<file path="src/rtl/grid_scan.sv">
// rtl/grid_scan.sv - candidate-point grid sweep with per-circle range evaluation and centroid accumulation
module grid_scan #(
    parameter int N = 8,
    parameter int K = 3
) (
    input  logic                    clk,
    input  logic                    rst,
    input  logic                    start,
    input  logic signed [N+1:0]     x_lo,
    input  logic signed [N+1:0]     x_hi,
    input  logic signed [N+1:0]     y_lo,
    input  logic signed [N+1:0]     y_hi,
    input  logic [K*N-1:0]          xJ_all,
    input  logic [K*N-1:0]          yJ_all,
    input  logic [K*(N+1)-1:0]      rJ_all,
    output logic signed [N+1:0]     xP,
    output logic signed [N+1:0]     yP,
    output logic signed [N-1:0]     xJ,
    output logic signed [N-1:0]     yJ,
    output logic signed [N:0]       rJ,
    input  logic                    in_range,
    output logic                    busy,
    output logic                    done,
    output logic [2*N+4:0]          count,
    output logic signed [3*N+5:0]   sum_x,
    output logic signed [3*N+5:0]   sum_y,
    output logic                    found
);

    localparam int KW = (K > 1) ? $clog2(K) : 1;
    localparam logic [KW-1:0] KLAST = KW'(K - 1);

    typedef enum logic [1:0] {IDLE, SCAN, DONE} state_t;

    state_t                 state;
    logic [KW-1:0]          k;
    logic signed [N+1:0]    xl_q, xh_q, yl_q, yh_q;
    logic [K*N-1:0]         xj_q, yj_q;
    logic [K*(N+1)-1:0]     rj_q;

    logic                   last_pt;
    logic                   accept;
    logic [3*N+5:0]         xp_ext, yp_ext;

    always_comb begin
        last_pt = (xP == xh_q) && (yP == yh_q);
        accept  = in_range && (k == KLAST);
        xp_ext  = {{(2*N+4){xP[N+1]}}, xP};
        yp_ext  = {{(2*N+4){yP[N+1]}}, yP};
    end

    always_ff @(posedge clk or posedge rst) begin
        if (rst) begin
            state <= IDLE;
            k     <= '0;
            xl_q  <= '0;
            xh_q  <= '0;
            yl_q  <= '0;
            yh_q  <= '0;
            xj_q  <= '0;
            yj_q  <= '0;
            rj_q  <= '0;
            xP    <= '0;
            yP    <= '0;
            xJ    <= '0;
            yJ    <= '0;
            rJ    <= '0;
            busy  <= 1'b0;
            done  <= 1'b0;
            count <= '0;
            sum_x <= '0;
            sum_y <= '0;
            found <= 1'b0;
        end else begin
            done <= 1'b0;
            case (state)
                IDLE: begin
                    if (start) begin
                        xl_q  <= x_lo;
                        xh_q  <= x_hi;
                        yl_q  <= y_lo;
                        yh_q  <= y_hi;
                        xj_q  <= xJ_all;
                        yj_q  <= yJ_all;
                        rj_q  <= rJ_all;
                        xP    <= x_lo;
                        yP    <= y_lo;
                        k     <= '0;
                        xJ    <= xJ_all[N-1:0];
                        yJ    <= yJ_all[N-1:0];
                        rJ    <= rJ_all[N:0];
                        count <= '0;
                        sum_x <= '0;
                        sum_y <= '0;
                        found <= 1'b0;
                        if ((x_lo > x_hi) || (y_lo > y_hi)) begin
                            state <= DONE;
                            done  <= 1'b1;
                            busy  <= 1'b0;
                        end else begin
                            state <= SCAN;
                            busy  <= 1'b1;
                        end
                    end
                end
                SCAN: begin
                    if (in_range && (k != KLAST)) begin
                        // point still alive: present the next circle
                        k  <= k + KW'(1);
                        xJ <= xj_q[(int'(k) + 1)*N +: N];
                        yJ <= yj_q[(int'(k) + 1)*N +: N];
                        rJ <= rj_q[(int'(k) + 1)*(N+1) +: (N+1)];
                    end else begin
                        k  <= '0;
                        xJ <= xj_q[N-1:0];
                        yJ <= yj_q[N-1:0];
                        rJ <= rj_q[N:0];
                        if (accept) begin
                            count <= count + (2*N+5)'(1);
                            sum_x <= sum_x + xp_ext;
                            sum_y <= sum_y + yp_ext;
                        end
                        if (last_pt) begin
                            state <= DONE;
                            busy  <= 1'b0;
                            done  <= 1'b1;
                            found <= accept || (count != '0);
                        end else if (xP != xh_q) begin
                            xP <= xP + (N+2)'(1);
                        end else begin
                            // equality-based wrap keeps the counters inside the bounds
                            xP <= xl_q;
                            yP <= yP + (N+2)'(1);
                        end
                    end
                end
                DONE: begin
                    state <= IDLE;
                end
                default: begin
                    state <= IDLE;
                end
            endcase
        end
    end

endmodule

</file>
<file path="config.mk">
export PLATFORM = sky130hd
export DESIGN_NAME = grid_scan
export DESIGN_NICKNAME = d
export VERILOG_FILES = /design/src/rtl/grid_scan.sv
export SDC_FILE = /design/constraint.sdc
export NUM_CORES = 1
export LEC_CHECK = 0
export CAP_MARGIN = 20
export CORE_UTILIZATION = 35
export DETAILED_ROUTE_END_ITERATION = 16
export SYNTH_ARGS = -nofsm -noshare
export SYNTH_HDL_FRONTEND = slang
export SYNTH_SLANG_ARGS = --single-unit
</file>
<file path="constraint.sdc">
create_clock -name clk -period 11.2 [get_ports clk]
set_clock_uncertainty 0.2 [all_clocks]
set_input_delay 2.24 -clock clk [delete_from_list [all_inputs] [get_ports clk]]
set_output_delay 2.24 -clock clk [all_outputs]
set_load 0.01 [all_outputs]
</file>
==> results of run 1 <==
metal layers:
layer	vias to the layer above	GRT usage (%)	share of wire [%]
met3	54	4.51	6.3
met2	304	32.4	46
li1	6023	-	-
met1	5656	26.5	46
met4	2	3.79	1.7
met5	-	0	0.033
worst max-delay path by stage:
stage,from,end,slack (ns),cells past startpoint
finish,rst,sum_y[15],6.59,4
global route,rst,sum_y[15],6.14,4
CTS,start,yP[0],6.03,8
detailed placement,start,yP[0],5.45,8
global placement,start,yP[0],5.50,8
floorplan,rst,busy,2.23,1
worst max-delay path, stage by stage:
cell	delay, ns
clkdlybuf4s50_1	0.50
inv_8	0.54
buf_4	0.83
buf_4	0.73
power breakdown:
| group | internal (uW) | switching [uW] |
|---|---|---|
| logic | 558 | 673 |
| registers | 1070 | 199 |
| clock network | 681 | 373 |
| total | 2310 | 1250 |
kinds of logic after synthesis:
| logic type | after synthesis | synth area share [%] |
|---|---|---|
| compound gates | 380 | 16.9 |
| xor+xnor | 94 | 5.97 |
| fa+ha+maj | 85 | 7.82 |
| buf+inv | 117 | 3.25 |
| flops | 238 | 43.2 |
| mux | 33 | 2.63 |
| simple gates | 672 | 20.2 |
registers in the layout, summed over array words and instances, names as in the netlist, 9 cells and up:
signal / cells
count: 21
rJ: 9
rj_q: 27
sum_x: 30
sum_y: 30
xP: 10
xh_q: 10
xj_q: 24
xl_q: 10
yP: 10
yh_q: 10
yj_q: 24
through the flow:
stage	total power, uW	instances	util, %
4_1_cts	3590	2376	46.0
2_1_floorplan	2040	1619	-
3_5_place_dp	2520	2324	43.3
6_report	3560	2380	46.2
5_1_grt	3800	2379	46.2
3_3_place_gp	2490	2324	43.3
area by class of cell:
class | instances | area share, %
Antenna cell | 1 | 0.0140
Clock buffer | 38 | 4.47
Clock inverter | 14 | 1.51
Inverter | 42 | 0.923
Multi-Input combinational cell | 1264 | 41.4
Sequential cell | 238 | 33.3
Tap cell | 518 | 3.62
Timing Repair Buffer | 265 | 14.8
cells in the final DEF, fill, tap and decap left out, types with 5 or more instances in the layout:
| cell type | count |
|---|---|
| o21ai_0 | 133 |
| nor3_1 | 17 |
| dfrtp_1 | 238 |
| ha_1 | 83 |
| buf_4 | 16 |
| and3_1 | 13 |
| nor4_1 | 8 |
| a21o_1 | 26 |
| a21oi_1 | 72 |
| clkbuf_1 | 5 |
| nor2_1 | 104 |
| or3_1 | 5 |
| o22ai_1 | 13 |
| mux2i_1 | 7 |
| xor2_1 | 61 |
| a211oi_1 | 15 |
| nor2b_1 | 13 |
| xnor2_1 | 33 |
| o21a_1 | 7 |
| clkbuf_16 | 29 |
| nand4_1 | 12 |
| clkinv_2 | 6 |
| clkdlybuf4s50_1 | 247 |
| o21bai_1 | 7 |
| bufinv_16 | 8 |
| nand2b_1 | 6 |
| nand2_1 | 442 |
| mux2_2 | 26 |
| o21ai_1 | 21 |
| a31oi_1 | 36 |
| nand3_1 | 34 |
| a22o_1 | 10 |
| inv_1 | 41 |
==> key figures, run 1 <==
Timing
  – Hold Slack: 0.272 ns
  – Setup TNS Final: 0 ns
  – RSZ-0062 raised after global routing: no
  – Highest Clock Rate: 217 MHz
  – Setup violators final: 0
  – Fin crit period: 4.61 ns
  – Final setup margin: 6.59 ns
  – Final Cycle Share: between 40 and 50%
  – Final Hold Fails: 0
  – Slew Limit Headroom: 33.6%
  – Worst-Margin Slew: 0.997 ns
  – Pins Over Slew Limit: 0

Clocking
  – TritonCTS Sinks: 238
  – CTS tree: done
  – Clk buf depth: 3
  – Root Buffer: clkbuf_16
  – Worst skew pair latency: 0.56 ns
  – Post-CTS setup buffers: 0
  – Post_cts resized: 0
  – H-tree Lvls: 1
  – Cts hold-fix bufs: 0
  – TritonCTS buffer count: 28
  – Clock-pin slew on the worst setup and hold paths: 0.06 ns

Critical path
  – Worst Setup Path Type: in -> async
  – Crit-path max FO: 117
  – WP data arrival: 4.99 ns
  – Reg2reg path depth: 7
  – R2R Path Start: xP[0]
  – Worst setup SP type: primary input
  – Reg-to-Reg End: yP[0]
  – Setup crit end kind: asynchronous set/reset pin
  – Register-to-register setup slack: 7.50 ns
  – CP required: 11.59 ns

Routing
  – WL/cell: about 17 um
  – Drt total wl: 39600 um
  – Total number of vias: roughly 12000
  – Routed Antenna Nets: 0
  – DR vias/cell: between 5 and 6
  – DR iter-0 viols: ~670
  – First-pass detailed-route iteration total: 5
  – DRC: 0

Final layout
  – Multi-input gate area: roughly 7400 sq um
  – Final Cell Area: between 15000 and 20000 sq um
  – Synth-to-layout area growth: 29.8%
  – Layout cells sized above 1: 6.13%
  – Seq. cell area: between 5000 and 6000 sq um
  – FILL cells: 3786
  – Total Nets Final: 2043

GRT
  – Grt total ovfl: 0
  – Vias in the first global route: 11900
  – Antenna violations before repair: 2
  – Largest net degree at the start of global routing: ~120
  – Total track usage: 19.7%
  – First-pass GRT wire length: 64400 um

Hold path
  – WHS Path Cells: 2
  – End point of the worst hold path: rj_q[22]
  – HP Start: rj_q[22]
  – Worst min path class: reg -> reg

Die
  – CORE AREA: just under 40000 sq um
  – Num ports: 248
  – Core Rows: 72
  – Die ar.: between 40000 and 50000 sq um
  – Initial Util: 35.6%
  – Die H: between 200 and 250 um
  – Die Wd: 200 um

Yosys
  – Number of synthesized flops with an enable pin: 0
  – Area contributors post-synth: dfrtp_1 (43%), nand2_1 (12%), ha_1 (7.5%)
  – Yosys reg bits: 238
  – Most common cell in the netlist: nand2_1
  – Async set or reset register ratio after synthesis: 100%
  – Yosys top cell area share: 43.2%
  – Avg Inst Size Synth: 8.51 sq um
  – Post-synthesis cell type count: 64
  – Post-Syn Instances: roughly 1600
  – Largest area contributor in the netlist: dfrtp_1
  – Post-Synthesis Cell Area: 13800 sq um
  – Commonest cells in the netlist: nand2_1 (442), dfrtp_1 (238), o21ai_0 (134)
  – Main synth FF type: dfrtp_1
  – Net Count, Synth: 1823
  – Post-synthesis sequential area ratio: 43.2%
  – Syn. warnings: 0

Pwr
  – Peak supply drop: 0.000137 V
  – Power Dens Cells: around 200 nW/um^2
  – Lkg Pwr: a little over 0.008 uW

Place
  – DP Area: 16800 sq um
  – Gpl congestion: 0.837
  – DP HPWL: 27700 um
  – Port Buffer Count: around 250
  – Place WS: between 5 and 6 ns

Outcome
  – Status: finished clean

Run
  – Maxcap violations: 0
Note: power is estimated with default switching activity, not from simulation.
==> run 2: changes to the inputs <==
==> constraint.sdc (replaced) <==
create_clock -name clk -period 4.2 [get_ports clk]
set_clock_uncertainty 0.2 [all_clocks]
set_input_delay 0.84 -clock clk [delete_from_list [all_inputs] [get_ports clk]]
set_output_delay 0.84 -clock clk [all_outputs]
set_load 0.01 [all_outputs]
==> run 2 against run 1 <==
  * Power rose to 2.6 times the previous value
  * Clock-buffer cell count rose by 5
  * Sequential power rose to 2.7 times the previous value
  * Via count grew 2.1%
  * Hold slack worse by 0.0041 ns
  * Critical endpoint is now sum_x[28]
==> key figures, run 2 (synthesis gave the netlist of run 1 again) <==
Timing
  – Setup TNS Final: 0 ns (unchanged)
  – Final Hold Fails: 0 (unchanged)
  – Slew Limit Headroom: 40.5% (was 33.6%)
  – Final Cycle Share: around four fifths
  – Worst-Margin Slew: 0.893 ns (was 0.997 ns)
  – RSZ-0062 raised after global routing: no (unchanged)
  – Setup violators final: 0 (unchanged)
  – Highest Clock Rate: 302 MHz
  – Fin crit period: 3.32 ns
  – Pins Over Slew Limit: 0 (unchanged)

Clocking
  – Post-CTS setup buffers: 0 (unchanged)
  – Root Buffer: clkbuf_16 (unchanged)
  – Cts hold-fix bufs: 0 (unchanged)
  – Clock-pin slew on the worst setup and hold paths: 0.06 ns (about the same)
  – TritonCTS Sinks: 238 (unchanged)
  – TritonCTS buffer count: 29 (was 28)
  – Worst skew pair latency: 0.56 ns (about the same)
  – CTS tree: done (unchanged)
  – Post_cts resized: 0 (unchanged)
  – Clk buf depth: 3 (unchanged)
  – H-tree Lvls: 1 (unchanged)

Hold path
  – Worst min path class: reg -> reg (unchanged)
  – HP Start: yj_q[18] (was rj_q[22])
  – End point of the worst hold path: yj_q[18] (was rj_q[22])
  – WHS Path Cells: 2 (unchanged)

Final layout
  – Commonest non-fill, non-tap cell in the layout: nand2_1 (unchanged)
  – Synth-to-layout area growth: 29.1% (was 29.8%)
  – Leading cell types in the layout, fill and taps excluded: nand2_1 (442), clkdlybuf4s50_1 (247), dfrtp_1 (238), o21ai_0 (133), nor2_1 (104) (unchanged)
  – Final Cell Area: 17800 sq um (was 17900 sq um)
  – FILL cells: 3785 (was 3786)
  – Total Nets Final: 2055 (was 2043)
  – Largest regs: sum_x: 30 flops, sum_y: 30 flops, rj_q: 27 flops (unchanged)
  – Layout cells sized above 1: 6.46% (was 6.13%)

Die
  – CORE AREA: 38700 sq um (unchanged)
  – Die Wd: 200 um (unchanged)
  – Die ar.: 40200 sq um (unchanged)
  – Core Rows: 72 (unchanged)
  – Initial Util: 35.6% (unchanged)
  – Die H: 200 um (unchanged)
  – Num ports: 248 (unchanged)

GRT
  – Grt total ovfl: 0 (unchanged)
  – Largest net degree at the start of global routing: 103 (was 118)
  – Vias in the first global route: 12000 (was 11900)
  – First-pass GRT wire length: 65700 um (was 64400 um)
  – Total track usage: 20.2% (was 19.7%)
  – Antenna violations before repair: 4 (was 2)

Routing
  – Total number of vias: 12300 (was 12000)
  – WL/cell: 17.1 um (was 16.6 um)
  – Routed Antenna Nets: 0 (unchanged)
  – DR vias/cell: 5.14 (was 5.06)
  – DRC: 0 (unchanged)
  – First-pass detailed-route iteration total: 5 (unchanged)
  – Drt total wl: 41000 um (was 39600 um)
  – DR iter-0 viols: 648 (was 672)

Pwr
  – Power Dens Cells: 515 nW/um^2 (was 199 nW/um^2)
  – Switch share: 36.9% (was 35.0%)
  – Lkg Pwr: 0.00814 uW (was 0.00819 uW)
  – Reg power frac: 37.1% (was 35.7%)
  – Comb pwr share: 36.5% (was 34.6%)
  – Clock power share: 26.4% (was 29.6%)
  – Peak supply drop: 0.000299 V (was 0.000137 V)
  – Switching pwr: 3380 uW (was 1250 uW)
  – Cell Int Power: 5790 uW (was 2310 uW)

Critical path
  – Worst setup SP type: flop (was primary input)
  – CP required: 4.41 ns (was 11.59 ns)
  – WP data arrival: 3.53 ns (was 4.99 ns)
  – Reg-to-Reg End: sum_x[28] (was yP[0])
  – R2R Path Start: xP[9] (was xP[0])
  – Crit-path max FO: 17 (was 117)
  – Worst Setup Path Type: reg -> reg (was in -> async)
  – Setup crit end kind: flop (was asynchronous set/reset pin)
  – Reg2reg path depth: 9 (was 7)
  – Register-to-register setup slack: 0.88 ns (was 7.50 ns)

Place
  – Gpl congestion: 0.897 (was 0.837)
  – DP Area: 16900 sq um (was 16800 sq um)
  – DP HPWL: 28900 um (was 27700 um)
  – Port Buffer Count: 247 (unchanged)

Run
  – Maxcap violations: 0 (unchanged)

Outcome
  – Status: finished clean (unchanged)
[run 2: cell types whose count changed in the layout (fill, tap and decap cells not counted), moves of 2 or more]
cell / previous run / this run
clkinvlp_4: 0 / 4
clkbuf_1: 5 / 9
buf_4: 16 / 27
bufinv_16: 8 / 1
clkinv_2: 6 / 4
[run 2: how the worst max path moves through the flow]
stage,startpoint,end,slack (ns),cells past startpoint
floorplan,rst,busy,0.04,1
global placement,in_range,xP[5],0.71,7
detailed placement,in_range,xP[6],0.67,7
CTS,xP[9],sum_x[29],0.88,10
global route,xP[9],sum_x[29],0.62,10
finish,xP[9],sum_x[28],0.88,9
[run 2: per-layer routing]
| metal | vias to the layer above | wire length (um) | track usage (%) |
|---|---|---|---|
| li1 | 6047 | - | - |
| met2 | 327 | 18400 | 32.4 |
| met5 | - | 23 | 0 |
| met3 | 52 | 2690 | 4.56 |
| met1 | 5867 | 19200 | 28.0 |
| met4 | 4 | 677 | 3.68 |
[run 2: through the flow]
step | setup WS (ns) | total power (uW) | utilization, % | hold WS, ns | std cells
3_5_place_dp | 0.666 | 6790 | 43.6 | 0.257 | 2337
3_3_place_gp | 0.712 | 6720 | 43.6 | 0.252 | 2337
5_1_grt | 0.624 | 9800 | 45.9 | 0.281 | 2390
2_1_floorplan | 0.0401 | 5430 | - | 0.240 | 1619
6_report | 0.885 | 9170 | 46.0 | 0.268 | 2392
4_1_cts | 0.880 | 9260 | 45.9 | 0.272 | 2389
[run 2: power groups by stage]
stage	Combinational [uW]	Clock, uW	Sequential [uW]
2_1_floorplan	2040	0	3390
3_3_place_gp	3300	0	3430
3_5_place_dp	3350	0	3440
4_1_cts	3360	2490	3410
5_1_grt	3730	2590	3490
6_report	3350	2420	3400
[run 2: area by class of cell]
class	instances	area, sq um	share of cell area, %
antenna	2	5.00	0.0281
sequential	238	5960	33.5
inverter	42	161	0.907
clock inverter	9	81.3	0.457
timing repair buffer	276	2720	15.3
tap	518	648	3.64
multi-input combinational	1264	7410	41.6
clock buffer	43	828	4.65
[run 2: worst max-delay path: stages (launching register included)]
cell	delay, ns
dfrtp_1	0.79
ha_1	0.41
and2_1	0.21
and3_1	0.21
a221oi_1	0.25
nand2_1	0.16
a221o_1	0.42
a221oi_2	0.27
xor2_1	0.18
o21ai_1	0.07
